File: src/rtl/mem_responder_if.sv
// Request/response and RAM byte-port bundle for mem_responder.
// Defining FETCH32_EN adds req_size (0 = doubleword, 1 = word).
interface mem_responder_if #(
    parameter int ADDR_W = 32,
    parameter int DATA_W = 64
);
    // Handshakes: a transfer happens on a rising clk edge where valid && ready.
    // The producer holds valid and its payload stable until that edge.
    logic              req_valid;
    logic              req_ready;
    logic [ADDR_W-1:0] req_addr;
    logic [DATA_W:0]   req_data;
`ifdef FETCH32_EN
    logic              req_size;
`endif
    logic              rsp_valid;
    logic              rsp_ready;
    logic [DATA_W-1:0] rsp_data;
    logic              rsp_err;
    logic [ADDR_W-1:0] ram_addr;
    logic              ram_we;
    logic [7:0]        ram_wdata;
    logic [7:0]        ram_rdata;

    modport slave (
`ifdef FETCH32_EN
        input  req_size,
`endif
        input  req_valid, req_addr, req_data, rsp_ready, ram_rdata,
        output req_ready, rsp_valid, rsp_data, rsp_err, ram_addr, ram_we, ram_wdata
    );

    modport master (
`ifdef FETCH32_EN
        output req_size,
`endif
        output req_valid, req_addr, req_data, rsp_ready, ram_rdata,
        input  req_ready, rsp_valid, rsp_data, rsp_err, ram_addr, ram_we, ram_wdata
    );
endinterface

File: src/rtl/mem_responder.sv
// Memory-side responder: serialises one 64-bit CPU access into big-endian byte beats on a byte RAM.
// Optional FETCH32_EN adds 4-byte word accesses selected by req_size.
module mem_responder #(
    parameter int ADDR_W = 32,
    parameter int DATA_W = 64,
    parameter int BEATS  = DATA_W / 8
) (
    input  logic           clk,
    input  logic           rst,
    mem_responder_if.slave bus,
    output logic [1:0]     dbg_state_o
);
    typedef enum logic [1:0] {
        IDLE  = 2'd0,
        READ  = 2'd1,
        WRITE = 2'd2,
        RESP  = 2'd3
    } state_e;

    localparam int               CNT_W   = $clog2(BEATS) + 1;
    localparam logic [CNT_W-1:0] LAST_DW = CNT_W'(BEATS - 1);
    localparam logic [CNT_W-1:0] LAST_WD = CNT_W'(BEATS / 2 - 1);

    state_e            state_q;
    logic [CNT_W-1:0]  cnt_q;
    logic [CNT_W-1:0]  last_q;
    logic [DATA_W-1:0] shift_q;
    logic [DATA_W-1:0] rsp_data_q;
    logic              rsp_valid_q;
    logic              rsp_err_q;
    logic              ram_we_q;
    logic [ADDR_W-1:0] ram_addr_q;
    logic [7:0]        ram_wdata_q;

    logic              req_ready_w;
    logic              word_req;
    logic              misaligned;
    logic [DATA_W-1:0] wr_word;

`ifdef FETCH32_EN
    assign word_req = bus.req_size;
`else
    assign word_req = 1'b0;
`endif

    assign misaligned = word_req ? (bus.req_addr[1:0] != 2'b00)
                                 : (bus.req_addr[2:0] != 3'b000);
    // Word data is left-justified so both sizes stream out of the top byte.
    assign wr_word = word_req ? {bus.req_data[DATA_W/2-1:0], {(DATA_W/2){1'b0}}}
                              : bus.req_data[DATA_W-1:0];

    assign req_ready_w   = (state_q == IDLE) && !rst;
    assign bus.req_ready = req_ready_w;
    assign bus.rsp_valid = rsp_valid_q;
    assign bus.rsp_data  = rsp_data_q;
    assign bus.rsp_err   = rsp_err_q;
    assign bus.ram_addr  = ram_addr_q;
    assign bus.ram_we    = ram_we_q;
    assign bus.ram_wdata = ram_wdata_q;
    assign dbg_state_o   = state_q;

    always_ff @(posedge clk or posedge rst) begin
        if (rst) begin
            state_q     <= IDLE;
            cnt_q       <= '0;
            last_q      <= '0;
            shift_q     <= '0;
            rsp_data_q  <= '0;
            rsp_valid_q <= 1'b0;
            rsp_err_q   <= 1'b0;
            ram_we_q    <= 1'b0;
            ram_addr_q  <= '0;
            ram_wdata_q <= '0;
        end else begin
            case (state_q)
                IDLE: begin
                    if (bus.req_valid && req_ready_w) begin
                        cnt_q      <= '0;
                        last_q     <= word_req ? LAST_WD : LAST_DW;
                        rsp_data_q <= '0;
                        if (misaligned) begin
                            rsp_valid_q <= 1'b1;
                            rsp_err_q   <= 1'b1;
                            state_q     <= RESP;
                        end else if (bus.req_data[DATA_W]) begin
                            ram_addr_q  <= bus.req_addr;
                            ram_we_q    <= 1'b1;
                            ram_wdata_q <= wr_word[DATA_W-1 -: 8];
                            shift_q     <= wr_word << 8;
                            state_q     <= WRITE;
                        end else begin
                            ram_addr_q <= bus.req_addr;
                            state_q    <= READ;
                        end
                    end
                end
                WRITE: begin
                    if (cnt_q == last_q) begin
                        ram_we_q    <= 1'b0;
                        rsp_valid_q <= 1'b1;
                        state_q     <= RESP;
                    end else begin
                        cnt_q       <= cnt_q + 1'b1;
                        ram_addr_q  <= ram_addr_q + ADDR_W'(1);
                        ram_wdata_q <= shift_q[DATA_W-1 -: 8];
                        shift_q     <= shift_q << 8;
                    end
                end
                READ: begin
                    // Addresses lead the returning bytes by two edges (RAM latch + sample).
                    if (cnt_q < last_q) begin
                        ram_addr_q <= ram_addr_q + ADDR_W'(1);
                    end
                    if (cnt_q != '0) begin
                        rsp_data_q <= {rsp_data_q[DATA_W-9:0], bus.ram_rdata};
                    end
                    if (cnt_q == last_q + 1'b1) begin
                        rsp_valid_q <= 1'b1;
                        state_q     <= RESP;
                    end else begin
                        cnt_q <= cnt_q + 1'b1;
                    end
                end
                RESP: begin
                    if (bus.rsp_ready) begin
                        rsp_valid_q <= 1'b0;
                        rsp_err_q   <= 1'b0;
                        state_q     <= IDLE;
                    end
                end
                default: state_q <= IDLE;
            endcase
        end
    end
endmodule

File: src/flat_wrapper.sv
// flat-port wrapper written by rule: the top's interface ports become plain ports
module mem_responder_flat 
#(
    parameter int ADDR_W = 32,
    parameter int DATA_W = 64,
    parameter int BEATS  = DATA_W / 8
)
  (clk, rst, dbg_state_o, bus_req_valid, bus_req_addr, bus_req_data, bus_rsp_ready, bus_ram_rdata, bus_req_ready, bus_rsp_valid, bus_rsp_data, bus_rsp_err, bus_ram_addr, bus_ram_we, bus_ram_wdata);
  mem_responder_if #(.ADDR_W(ADDR_W), .DATA_W(DATA_W)) bus_i ();
  input  logic clk;
  input  logic rst;
  output logic [1:0] dbg_state_o;
  input wire logic [$bits(bus_i.req_valid)-1:0] bus_req_valid;
  input wire logic [$bits(bus_i.req_addr)-1:0] bus_req_addr;
  input wire logic [$bits(bus_i.req_data)-1:0] bus_req_data;
  input wire logic [$bits(bus_i.rsp_ready)-1:0] bus_rsp_ready;
  input wire logic [$bits(bus_i.ram_rdata)-1:0] bus_ram_rdata;
  output wire logic [$bits(bus_i.req_ready)-1:0] bus_req_ready;
  output wire logic [$bits(bus_i.rsp_valid)-1:0] bus_rsp_valid;
  output wire logic [$bits(bus_i.rsp_data)-1:0] bus_rsp_data;
  output wire logic [$bits(bus_i.rsp_err)-1:0] bus_rsp_err;
  output wire logic [$bits(bus_i.ram_addr)-1:0] bus_ram_addr;
  output wire logic [$bits(bus_i.ram_we)-1:0] bus_ram_we;
  output wire logic [$bits(bus_i.ram_wdata)-1:0] bus_ram_wdata;
  assign bus_i.req_valid = bus_req_valid;
  assign bus_i.req_addr = bus_req_addr;
  assign bus_i.req_data = bus_req_data;
  assign bus_i.rsp_ready = bus_rsp_ready;
  assign bus_i.ram_rdata = bus_ram_rdata;
  assign bus_req_ready = bus_i.req_ready;
  assign bus_rsp_valid = bus_i.rsp_valid;
  assign bus_rsp_data = bus_i.rsp_data;
  assign bus_rsp_err = bus_i.rsp_err;
  assign bus_ram_addr = bus_i.ram_addr;
  assign bus_ram_we = bus_i.ram_we;
  assign bus_ram_wdata = bus_i.ram_wdata;
  mem_responder #(.ADDR_W(ADDR_W), .DATA_W(DATA_W), .BEATS(BEATS)) u_core (.clk(clk), .rst(rst), .bus(bus_i), .dbg_state_o(dbg_state_o));
endmodule
File: config.mk
export PLATFORM = sky130hd
export DESIGN_NAME = mem_responder_flat
export DESIGN_NICKNAME = d
export VERILOG_FILES = /design/src/rtl/mem_responder_if.sv /design/src/rtl/mem_responder.sv /design/src/flat_wrapper.sv
export SDC_FILE = /design/constraint.sdc
export NUM_CORES = 1
export LEC_CHECK = 0
export BUFFER_PORTS_ARGS = -buffer_cell sky130_fd_sc_hd__buf_2
export CELL_PAD_IN_SITES_DETAIL_PLACEMENT = 1
export CELL_PAD_IN_SITES_GLOBAL_PLACEMENT = 1
export CORE_ASPECT_RATIO = 1.2
export CORE_MARGIN = 2
export CORE_UTILIZATION = 36
export CTS_CLUSTER_DIAMETER = 80
export DETAILED_ROUTE_END_ITERATION = 6
export PLACE_DENSITY_LB_ADDON = 0.15
export SYNTH_ARGS = -nofsm -noshare
export SYNTH_HDL_FRONTEND = slang
export SYNTH_SLANG_ARGS = --single-unit
File: constraint.sdc
create_clock -name clk -period 4.89 [get_ports clk]
set_clock_uncertainty 0.05 [all_clocks]
set_input_delay 0 -clock clk [delete_from_list [all_inputs] [get_ports clk]]
set_output_delay 0 -clock clk [all_outputs]
set_load 0.01 [all_outputs]
### After elaboration in Yosys (flattened, before gate mapping)

Index checks and enable logic that the tools add are counted.

* flip-flop bits (word level): 178
* input port bits: 109

* $add $sub $neg: 3
* magnitude comparators: 1
* eq/ne operators: 16
* muxes and demuxes: 41
* reductions and logical operators: 19

Operator list (count)
* $mux 64: 6
* $pmux 64 s2: 2
* $mux 32: 4
* $pmux 32 s3: 1
* $add 32x1->32 const B: 1
* $mux 8: 4
* $reduce_and 5->1: 4
* $pmux 8 s2: 1
* $mux 2: 6
* $mux 4: 3
* $ne 2x2->1 const B: 6
* $pmux 4 s3: 1
* $reduce_and 4->1: 3
* $ne 2x1->1 const B: 5
* $mux 1: 9
* $pmux 2 s4: 1
* $reduce_bool 2->1: 3
* $reduce_bool 3->1: 2
* $add 3x1->4 const B: 1
* $add 4x1->4 const B: 1
* $eq 2x2->1 const B: 2
* $eq 4x3->1: 1
* $eq 4x4->1: 1
* $lt 4x3->1: 1
* 9 further kinds: 11

### Logic depth before layout (Yosys ltp)

Gate-level depths: netlist of run 1.

* word-level depth: 5
* depth in mapped cells: 10
* mapped depth without buffers: 8

### Least setup slack after synthesis of run 1

OpenSTA, ideal clock, no wires.

* path kind: input port to flip-flop
* start: in rst
* end: reg u_core.rsp_data_q[0], in the netlist u_core.bus.rsp_data[0]
* library setup time: 135 ps
* arrival time: 5024 ps
* slack: -318 ps
* stages: 9
* buffers on the path: 3
* cells stage by stage: inv_1 nand2_1 nand2_1 o211ai_1 buf_2 buf_2 clkbuf_1 nand2_1 o21ai_0

* cells in the longest elaborated chain, start to end: 5

RTL lines
* start: declaration: RTL line flat_wrapper.sv:11 `input logic rst;`
* $logic_not 1->1: RTL line mem_responder.sv:52 `assign req_ready_w = (state_q == IDLE) && !rst;`
* $logic_and 1x1->1: RTL line mem_responder.sv:52
* $logic_and 1x1->1: RTL line mem_responder.sv:77 `if (bus.req_valid && req_ready_w) begin`
* $ne 2x2->1 (no source line)
* $reduce_and 3->1 (no source line)
* end signal: assignment: RTL line mem_responder.sv:115 `rsp_data_q <= {rsp_data_q[DATA_W-9:0], bus.ram_rdata};`
* end: declaration: RTL line mem_responder.sv:28 `logic [DATA_W-1:0] rsp_data_q;`

No other way between the ends.
A chain may end at the register's enable or synchronous reset.

### Worst setup path in the final report of run 1

* start: reg u_core.state_q[0], in the netlist u_core.dbg_state_o[0]
* end: reg u_core.shift_q[11]

* cells in the longest elaborated chain, start to end: 5
* elaborated cells on any way between the ends: 11

RTL lines
* start: declaration: RTL line mem_responder.sv:24 `state_e state_q;`
* start signal: assignment: RTL line mem_responder.sv:64 `state_q <= IDLE;`
* start signal: assignment: RTL line mem_responder.sv:84 `state_q <= RESP;`
* start signal: assignment: RTL line mem_responder.sv:90 `state_q <= WRITE;`
* $logic_not 2->1: RTL line mem_responder.sv:52, mem_responder.sv:75
* $logic_and 1x1->1: RTL line mem_responder.sv:52
* $logic_and 1x1->1: RTL line mem_responder.sv:77
* $ne 2x2->1 (no source line)
* $reduce_and 5->1 (no source line)
* end signal: assignment: RTL line mem_responder.sv:89 `shift_q <= wr_word << 8;`
* end signal: assignment: RTL line mem_responder.sv:106 `shift_q <= shift_q << 8;`
* end: declaration: RTL line mem_responder.sv:27 `logic [DATA_W-1:0] shift_q;`

Parallel ways exist; a longest one is shown, timed or not.

==> qor.yml, run 1 <==
status: "finished clean"
fillCellCount: 2609
drv_slew: 0
synth_edf_count: 0
rsz0062_at_grt: "false"
p_leak_nw: 5.03
crit_required_ns: 5.15
die_w_um: 142
synth_area_per_cell_um2: 9.15
synthTopCellsByArea: "dfrtp_1 (52%), nand2_1 (7.8%), mux2i_1 (7.0%), o21ai_0 (5.8%), a21oi_1 (4.8%)"
htreeDepth: 4
synth_ff_type: "dfrtp_1"
clkTransAtPathRegs_ns: 0.07
numCtsBuffers: 17
drtIter0Drc: 328
core_um2: 22400
ant_nets: 0
dieArea_um2: 24100
ys_seq_area_share_pct: 51.6
antenna_found_initial: 1
maxSlewHeadroom_pct: 20.5
mappedNetlistNets: 1022
arrival_ns: 3.77
clockBufferDepth: 2
fin_nets: 1312
seq_area_um2: 4250
start_util_pct: 36.7
ys_warn_count: 0
grt_max_degree: 129
crit_path_max_fanout: 128
yosysTopAreaCellShare_pct: 51.6
drive_gt1_share_pct: 23.2
worst_slew_pin_slew_ns: 1.19
drc: 0
hold_viol_final: 0
synth_cell_types: 50
vias: 7504
peakVddDrop_mv: 0.407
synthCells: 901
syn_to_final_growth_pct: 35.4
grt_pass1_wl_um: 40100
die_h_um: 170
insertion_delay_ns: 0.42
viasPerCell: 5.06
drtPass1Iterations: 4
grt_pass1_vias: 7802
setup_violations: 0
crit_type: "reg -> reg"
io-pin-count: 219
grt_usage_pct: 20.6
worstHoldPathType: "in -> reg"
grt-ovfl-total: 0
gp_congestion: 0.728
io_buffers: 218
max_cap_viol_count: 0
yosysMostFrequentCell: "nand2_1"
fin_crit_sh_pct: 71.7
period_minus_slack_ns: 3.51
placementRows: 60
multiInputGateArea_um2: 3670
start_kind: "flip-flop"
async_flop_share_pct: 100
worst_slack_ns: 1.38
place_worst_setup_slack_ns: 1.44
yosysTopAreaCell: "dfrtp_1"
synth_seq_cells: 170
power_density_nw_per_um2: 624
wl_per_cell_um: 16.5
fin_tns_setup_ns: 0
cts_sinks: 170
drt-total-wl_um: 24500
worst_setup_path_end_kind: "flip-flop"
cts-root-buf: "clkbuf_16"
fmax_ghz: 0.285
post-dp-hpwl_um: 15700
yosys-top-cells-count: "nand2_1 (172), dfrtp_1 (170), o21ai_0 (96)"
tritoncts: "done"
syn_area_um2: 8240
## state kept, by name (all words and copies together) (netlist names)
signal and count:
u_core.bus.ram_addr 32, u_core.bus.ram_wdata 8, u_core.bus.ram_we 1, u_core.bus.rsp_data 64
u_core.bus.rsp_err 1, u_core.bus.rsp_valid 1, u_core.cnt_q 4, u_core.dbg_state_o 2
u_core.last_q 1, u_core.shift_q 56
## worst paths after layout
kind / slack, ns / endpoint / startpoint / depth (start not counted)
max: 1.38 / u_core.shift_q[11] / u_core.dbg_state_o[0] / 8
min: 0.29 / u_core.shift_q[13] / bus_req_data[5] / 4
max reg2reg: 1.38 / u_core.shift_q[11] / u_core.dbg_state_o[0] / 8
min reg2reg: 0.43 / u_core.bus.rsp_data[58] / u_core.bus.rsp_data[58] / 2
max in group asynchronous: 2.95 / u_core.cnt_q[1] / rst / 4
min in group asynchronous: 0.30 / u_core.bus.rsp_valid / rst / 3
## repair_timing
item / 4_1_cts / 5_1_grt
resized for setup: 0 / 0
endpoints found under the hold margin: 142 / 0
buffers inserted: 0 / 0
hold buffers: 108 / 0
## logic make-up after synthesis
kind of cell | after synthesis | share of synthesized area (%)
simple gates | 351 | 19.7
compound gates | 223 | 15.4
flops | 170 | 51.6
buf+inv | 85 | 4.14
mux | 59 | 7.18
fa+ha+maj | 12 | 1.82
xor+xnor | 1 | 0.106
## cells in the final DEF, fill, tap and decap left out, types with 4 or more instances in the layout
cell	n
a2bb2oi_1	5
and4_1	8
nand2_1	172
a21oi_1	78
buf_2	218
a31oi_1	4
and3_1	10
inv_6	4
dlygate4sd3_1	108
mux2i_1	58
nand3b_1	8
nand4_1	11
nand2b_1	12
a2bb2oi_2	4
a21oi_2	4
ha_1	9
clkinvlp_4	4
o21ai_0	96
nand3_1	22
buf_4	9
o22ai_1	15
nor2_1	63
inv_1	20
dfrtp_1	170
nor3_1	22
clkbuf_16	17
## cell type report
| type | instances | area share [%] |
|---|---|---|
| Tap cell | 279 | 3.13 |
| Sequential cell | 170 | 38.1 |
| Multi-Input combinational cell | 646 | 32.9 |
| Timing Repair Buffer | 335 | 20.1 |
| Clock inverter | 11 | 1.01 |
| Antenna cell | 1 | 0.0224 |
| Clock buffer | 20 | 4.00 |
| Inverter | 21 | 0.740 |
## power breakdown
group / switching [mW] / total, mW / internal [mW]
logic: 2.08 / 3.31 / 1.23
clock network: 0.594 / 1.32 / 0.723
registers: 0.419 / 2.34 / 1.92
## metrics by stage
step	instance area, µm²	cells	utilization (%)	total power, mW	hold slack [ns]
after detailed placement	9520	1343	42.4	5.64	0.190
after global routing	11200	1483	49.7	7.57	0.320
after floorplan	8250	901	-	4.74	-0.00359
final	11200	1483	49.7	6.97	0.293
after global placement	9520	1343	42.4	5.52	0.182
after CTS	11200	1482	49.7	7.05	0.270
## critical path, stage by stage, from the launching register on
cell      delay, ns
dfrtp_1        0.45
inv_1          0.18
ha_4           0.18
buf_4          0.80
o21ai_0        0.29
a21oi_4        0.17
buf_4          0.93
nand3b_1       0.18
o21ai_0        0.15
## routing by layer
layer | GRT usage (%) | part of all wire [%]
met5 | 0 | 0
met4 | 4.96 | 1.0
met3 | 4.54 | 4.4
met2 | 35.6 | 51
met1 | 26.1 | 44
No activity file was read; power rests on OpenSTA's default activity.
==> inputs of run 2 (changes only) <==
Clock period 4.89 ns to 3 ns, I/O delays scaled along.
==> run 2 against run 1 <==
  * Largest cell class unchanged
  * Fmax grew 27%
  * Sequential power increased by 64%
  * Global-route usage is 0.65 points higher
  * Clock power rose by 77%
  * Via count grew 1.3%
  * Sequential cell count unchanged
  * Power grew 71%
  * Register-to-register slack got worse by 1.1 ns
  * Cell count up 0.34%
  * Cell area is 1.4% higher
==> qor.yml, run 2 (synthesis gave the netlist of run 1 again) <==
p_int_mw: 6.64
largest_reg_flops: 64
rsz0062_at_grt: "false"
ant_nets: 0
p_leak_nw: 5.11
arrival_ns: 3.04
period_minus_slack_ns: 2.77
start_util_pct: 36.7
cts_sinks: 170
worst_slack_ns: 0.234
hold_viol_final: 0
fin_cells: 1488
postCtsSetupBuffers: 0
htreeDepth: 4
setup_violations: 0
power.share.clock_pct: 19.6
maxSlewHeadroom_pct: 34.0
io_buffers: 218
io-pin-count: 219
viasPerCell: 5.11
antenna_found_initial: 1
met1_usage_pct: 27.1
clockBufferDepth: 2
final_cell_mix: "buf_2 (218), nand2_1 (172), dfrtp_1 (170)"
crit_required_ns: 3.28
power_density_nw_per_um2: 1050
grt_pass1_vias: 8025
r2r_end: "u_core.bus.ram_addr[18]"
seq_area_um2: 4250
cts-root-buf: "clkbuf_16"
post_cts_resized: 0
worstReg2RegStart: "u_core.last_q[0]"
status: "finished clean"
drv_slew: 0
drtPass1Iterations: 4
grt-ovfl-total: 0
r2r_slack_ns: 0.23
tritoncts: "done"
grt_usage_pct: 21.2
die_w_um: 142
grt_pass1_wl_um: 41300
worst_setup_path_end_kind: "flip-flop"
start_kind: "flip-flop"
p_switching_mw: 5.27
drive_gt1_share_pct: 23.7
p_total_mw: 11.9
grtUsageMet2_pct: 36.1
gp_congestion: 0.763
drc: 0
netSwitchingFraction_pct: 44.3
p_seq_share_pct: 32.2
drtIter0Drc: 384
use_met3_pct: 5.11
crit_path_end: "u_core.bus.ram_addr[18]"
dp_cells: 1347
die_h_um: 170
worst_slew_pin_slew_ns: 0.990
final_common_cell: "buf_2"
fillCellCount: 2615
max_cap_viol_count: 0
place_worst_setup_slack_ns: 0.263
fin_crit_sh_pct: 92.2
postCtsHoldBufs: 108
fmax_ghz: 0.361
placementRows: 60
dieArea_um2: 24100
rr_worst_depth: 9
wl_per_cell_um: 16.9
syn_to_final_growth_pct: 37.4
peakVddDrop_mv: 0.657
vias: 7599
multiInputGateArea_um2: 3670
numCtsBuffers: 17
clkTransAtPathRegs_ns: 0.07
core_um2: 22400
cp-startpoint: "u_core.last_q[0]"
drt-total-wl_um: 25200
crit_path_max_fanout: 18
busiest_layer: "met2"
worstHoldPathType: "in -> reg"
power_frac_comb_pct: 48.1
crit_type: "reg -> reg"
insertion_delay_ns: 0.43
post-dp-hpwl_um: 15800
fin_nets: 1316
grt_max_degree: 171
==> run 2: through the flow <==
step / util (%) / TNS, ns / hold WS, ns / area, µm²
2_1_floorplan: - / -53.01 / -0.00359 / 8300
5_1_grt: 50.4 / 0 / 0.0690 / 11300
4_1_cts: 50.4 / 0 / 0.0337 / 11300
3_5_place_dp: 42.9 / 0 / 0.190 / 9620
6_report: 50.4 / 0 / 0.0527 / 11300
3_3_place_gp: 42.9 / 0 / 0.183 / 9620
==> run 2: metal layers <==
layer / wire length [µm] / vias to the layer above / part of all wire [%]
li1: - / 3716 / -
met1: 11100 / 3718 / 44
met2: 12500 / 144 / 50
met3: 1230 / 21 / 4.9
met4: 294 / 0 / 1.2
met5: 0 / - / 0
==> run 2: worst max-delay path, cell delays in order, from the launching register on <==
cell and delay [ns]:
dfrtp_1 0.39, inv_1 0.10, ha_1 0.29, nor2b_1 0.12
o21ai_0 0.08, a21boi_1 0.37, or2_1 0.71, buf_4 0.29
nor3_1 0.06, nor3b_1 0.22
==> run 2: cell type report <==
class,count,share of cell area (%)
Antenna cell,1,0.0221
Clock buffer,18,3.88
Clock inverter,14,1.56
Inverter,21,0.729
Multi-Input combinational cell,646,32.5
Sequential cell,170,37.6
Tap cell,279,3.08
Timing Repair Buffer,339,20.7
==> run 2: worst min-delay path by stage <==
| stage | cells past startpoint | slack, ns | endpoint | start |
|---|---|---|---|---|
| global placement | 3 | 0.18 | u_core.shift_q[11] | bus_req_data[3] |
| finish | 4 | 0.05 | u_core.bus.ram_we | bus_req_valid |
| global route | 4 | 0.07 | u_core.bus.ram_we | bus_req_valid |
| detailed placement | 3 | 0.19 | u_core.bus.rsp_data[0] | bus_ram_rdata[0] |
| CTS | 4 | 0.03 | u_core.bus.ram_we | bus_req_valid |
| floorplan | 1 | -0.004 | bus_req_ready | rst |
==> run 2: power groups by stage <==
stage	Clock [mW]	Sequential, mW	Combinational [mW]
after floorplan	0	3.86	4.01
after global routing	2.49	3.96	6.47
after CTS	2.40	3.83	5.74
final	2.34	3.84	5.74
after global placement	0	3.84	5.48
after detailed placement	0	3.87	5.60
==> inputs of run 3 (changes only) <==
Settings changed: CORE_UTILIZATION 36 to 35, SKIP_CTS_REPAIR_TIMING set to 1.
==> run 3 against run 2 <==
  * The flow now finishes with violations (negative hold slack)
  * Cell count grew 2.1%
  * Die area grew 2.8%
  * Cell area shrank 0.25%
  * Via count shrank 1.0%
  * Critical endpoint is now u_core.shift_q[9]
  * Largest power group unchanged
==> qor.yml, run 3 (synthesis gave the netlist of run 1 again) <==
clockBufferDepth: 2
fin_util_pct: 48.8
p_total_mw: 11.6
maxSlewHeadroom_pct: 36.1
worstHoldPathType: "in -> reg"
crit_path_max_fanout: 126
dieArea_um2: 24800
grt-ovfl-total: 0
antenna_found_initial: 1
hp-start: "bus_req_valid"
gp_congestion: 0.754
top_layer_used: "met4"
htreeDepth: 4
insertion_delay_ns: 0.43
power_frac_comb_pct: 48.5
final_cell_mix: "buf_2 (218), nand2_1 (172), dfrtp_1 (170)"
max_cap_viol_count: 0
cts_sinks: 170
start_kind: "flip-flop"
grt_max_degree: 171
period_minus_slack_ns: 2.50
dp_cells: 1379
hold_viol_final: 1
clkTransAtPathRegs_ns: 0.07
crit_type: "reg -> reg"
ant_nets: 0
slowest_delay_ns: 0.52
p_int_mw: 6.41
rsz0062_at_grt: "false"
viasPerCell: 4.95
grt_pass1_vias: 7319
drive_gt1_share_pct: 23.4
placementRows: 61
vias: 7522
peakVddDrop_mv: 0.625
grt_pass1_wl_um: 37500
start_util_pct: 35.6
holdWs_ns: -0.0178
status: "finished with violations"
critPathSlowestCell: "ha_4"
arrival_ns: 2.78
p_leak_nw: 5.06
worst_slew_pin_slew_ns: 0.959
worstReg2RegStart: "u_core.dbg_state_o[0]"
path_cells: "inv_1 -> ha_4 -> o21ai_0 -> a21oi_4 -> buf_12 -> nand3b_1 -> o21ai_0"
routedLengthMet1_um: 11000
worst_setup_path_end_kind: "flip-flop"
p_seq_share_pct: 32.8
core_um2: 23100
io_buffers: 218
violations: "negative hold slack"
wl_per_cell_um: 16.3
finalInstanceArea_um2: 11300
seq_area_um2: 4250
fin_nets: 1311
post-dp-hpwl_um: 15500
placed_area_um2: 9640
power.share.clock_pct: 18.7
die_h_um: 172
dr_wl_met3_um: 1230
critPathMostFrequentCell: "o21ai_0"
setup_violations: 0
fin_crit_sh_pct: 83.3
drtPass1Iterations: 4
p_switching_mw: 5.24
fmax_ghz: 0.400
io-pin-count: 219
drt-total-wl_um: 24800
fillCellCount: 2723
drv_slew: 0
wl_met2_um: 12300
syn_to_final_growth_pct: 37.0
numCtsBuffers: 17
drc: 0
tritoncts: "done"
power_density_nw_per_um2: 1030
cp-startpoint: "u_core.dbg_state_o[0]"
fin_cells: 1519
netSwitchingFraction_pct: 45.0
crit_required_ns: 3.28
cts-root-buf: "clkbuf_16"
grt_usage_pct: 19.1
final_common_cell: "buf_2"
drtIter0Drc: 276
multiInputGateArea_um2: 3670
largest_reg_flops: 64
die_w_um: 144
-- run 3: changes by cell type in the layout (fill, tap and decap cells not counted), sizes merged --
| cell | change |
|---|---|
| clkinvlp | +1 |
| dlygate4sd3 | -1 |
| clkinv | +4 |
| diode | +1 |
| buf | -4 |
| bufinv | -2 |
| clkbuf | -1 |
| inv | -3 |
-- run 3: worst paths after layout --
| path | depth (start not counted) | slack (ns) | endpoint |
|---|---|---|---|
| max | 7 | 0.50 | u_core.shift_q[9] |
| min | 4 | -0.02 | u_core.last_q[0] |
| max in group asynchronous | 4 | 1.79 | u_core.bus.ram_addr[22] |
| max reg2reg | 7 | 0.50 | u_core.shift_q[9] |
| min in group asynchronous | 4 | 0.38 | u_core.bus.rsp_valid |
| min reg2reg | 2 | 0.43 | u_core.bus.rsp_data[61] |
-- run 3: cell type report --
type,instances,area share [%]
antenna,2,0.0443
clock buffer,17,3.77
sequential,170,37.7
tap,315,3.49
timing repair buffer,334,20.4
multi-input combinational,646,32.5
inverter,21,0.731
clock inverter,14,1.36
-- run 3: power groups by stage --
stage / registers (mW) / logic (mW) / clock network [mW]
global placement: 3.83 / 5.39 / 0
detailed placement: 3.86 / 5.53 / 0
CTS: 3.82 / 5.55 / 2.27
global route: 3.96 / 6.37 / 2.36
floorplan: 3.86 / 4.01 / 0
finish: 3.82 / 5.64 / 2.18
-- run 3: metal layers --
metal | vias to the layer above | track usage (%)
met3 | 25 | 5.59
met5 | - | 0
met1 | 3636 | 24.4
met2 | 153 | 31.4
met4 | 0 | 5.63
li1 | 3708 | -
-- run 3: critical path, delay by kind of cell (launching register included) --
family / cells / cell delay, ns
flip-flops: 1 / 0.44
AO/OA/AOI/OAI: 3 / 0.57
adder cells (fa/ha/maj): 1 / 0.52
buffers and inverters: 2 / 0.58
AND/OR/NAND/NOR: 1 / 0.16
-- run 3: stage by stage --
stage          TNS [ns]  hold WS [ns]  worst slack [ns]
3_5_place_dp          0         0.190             0.560
5_1_grt               0       0.00473             0.249
3_3_place_gp          0         0.181             0.642
6_report              0       -0.0178             0.501
2_1_floorplan    -53.01      -0.00359            -0.809
4_1_cts               0        -0.292             0.554
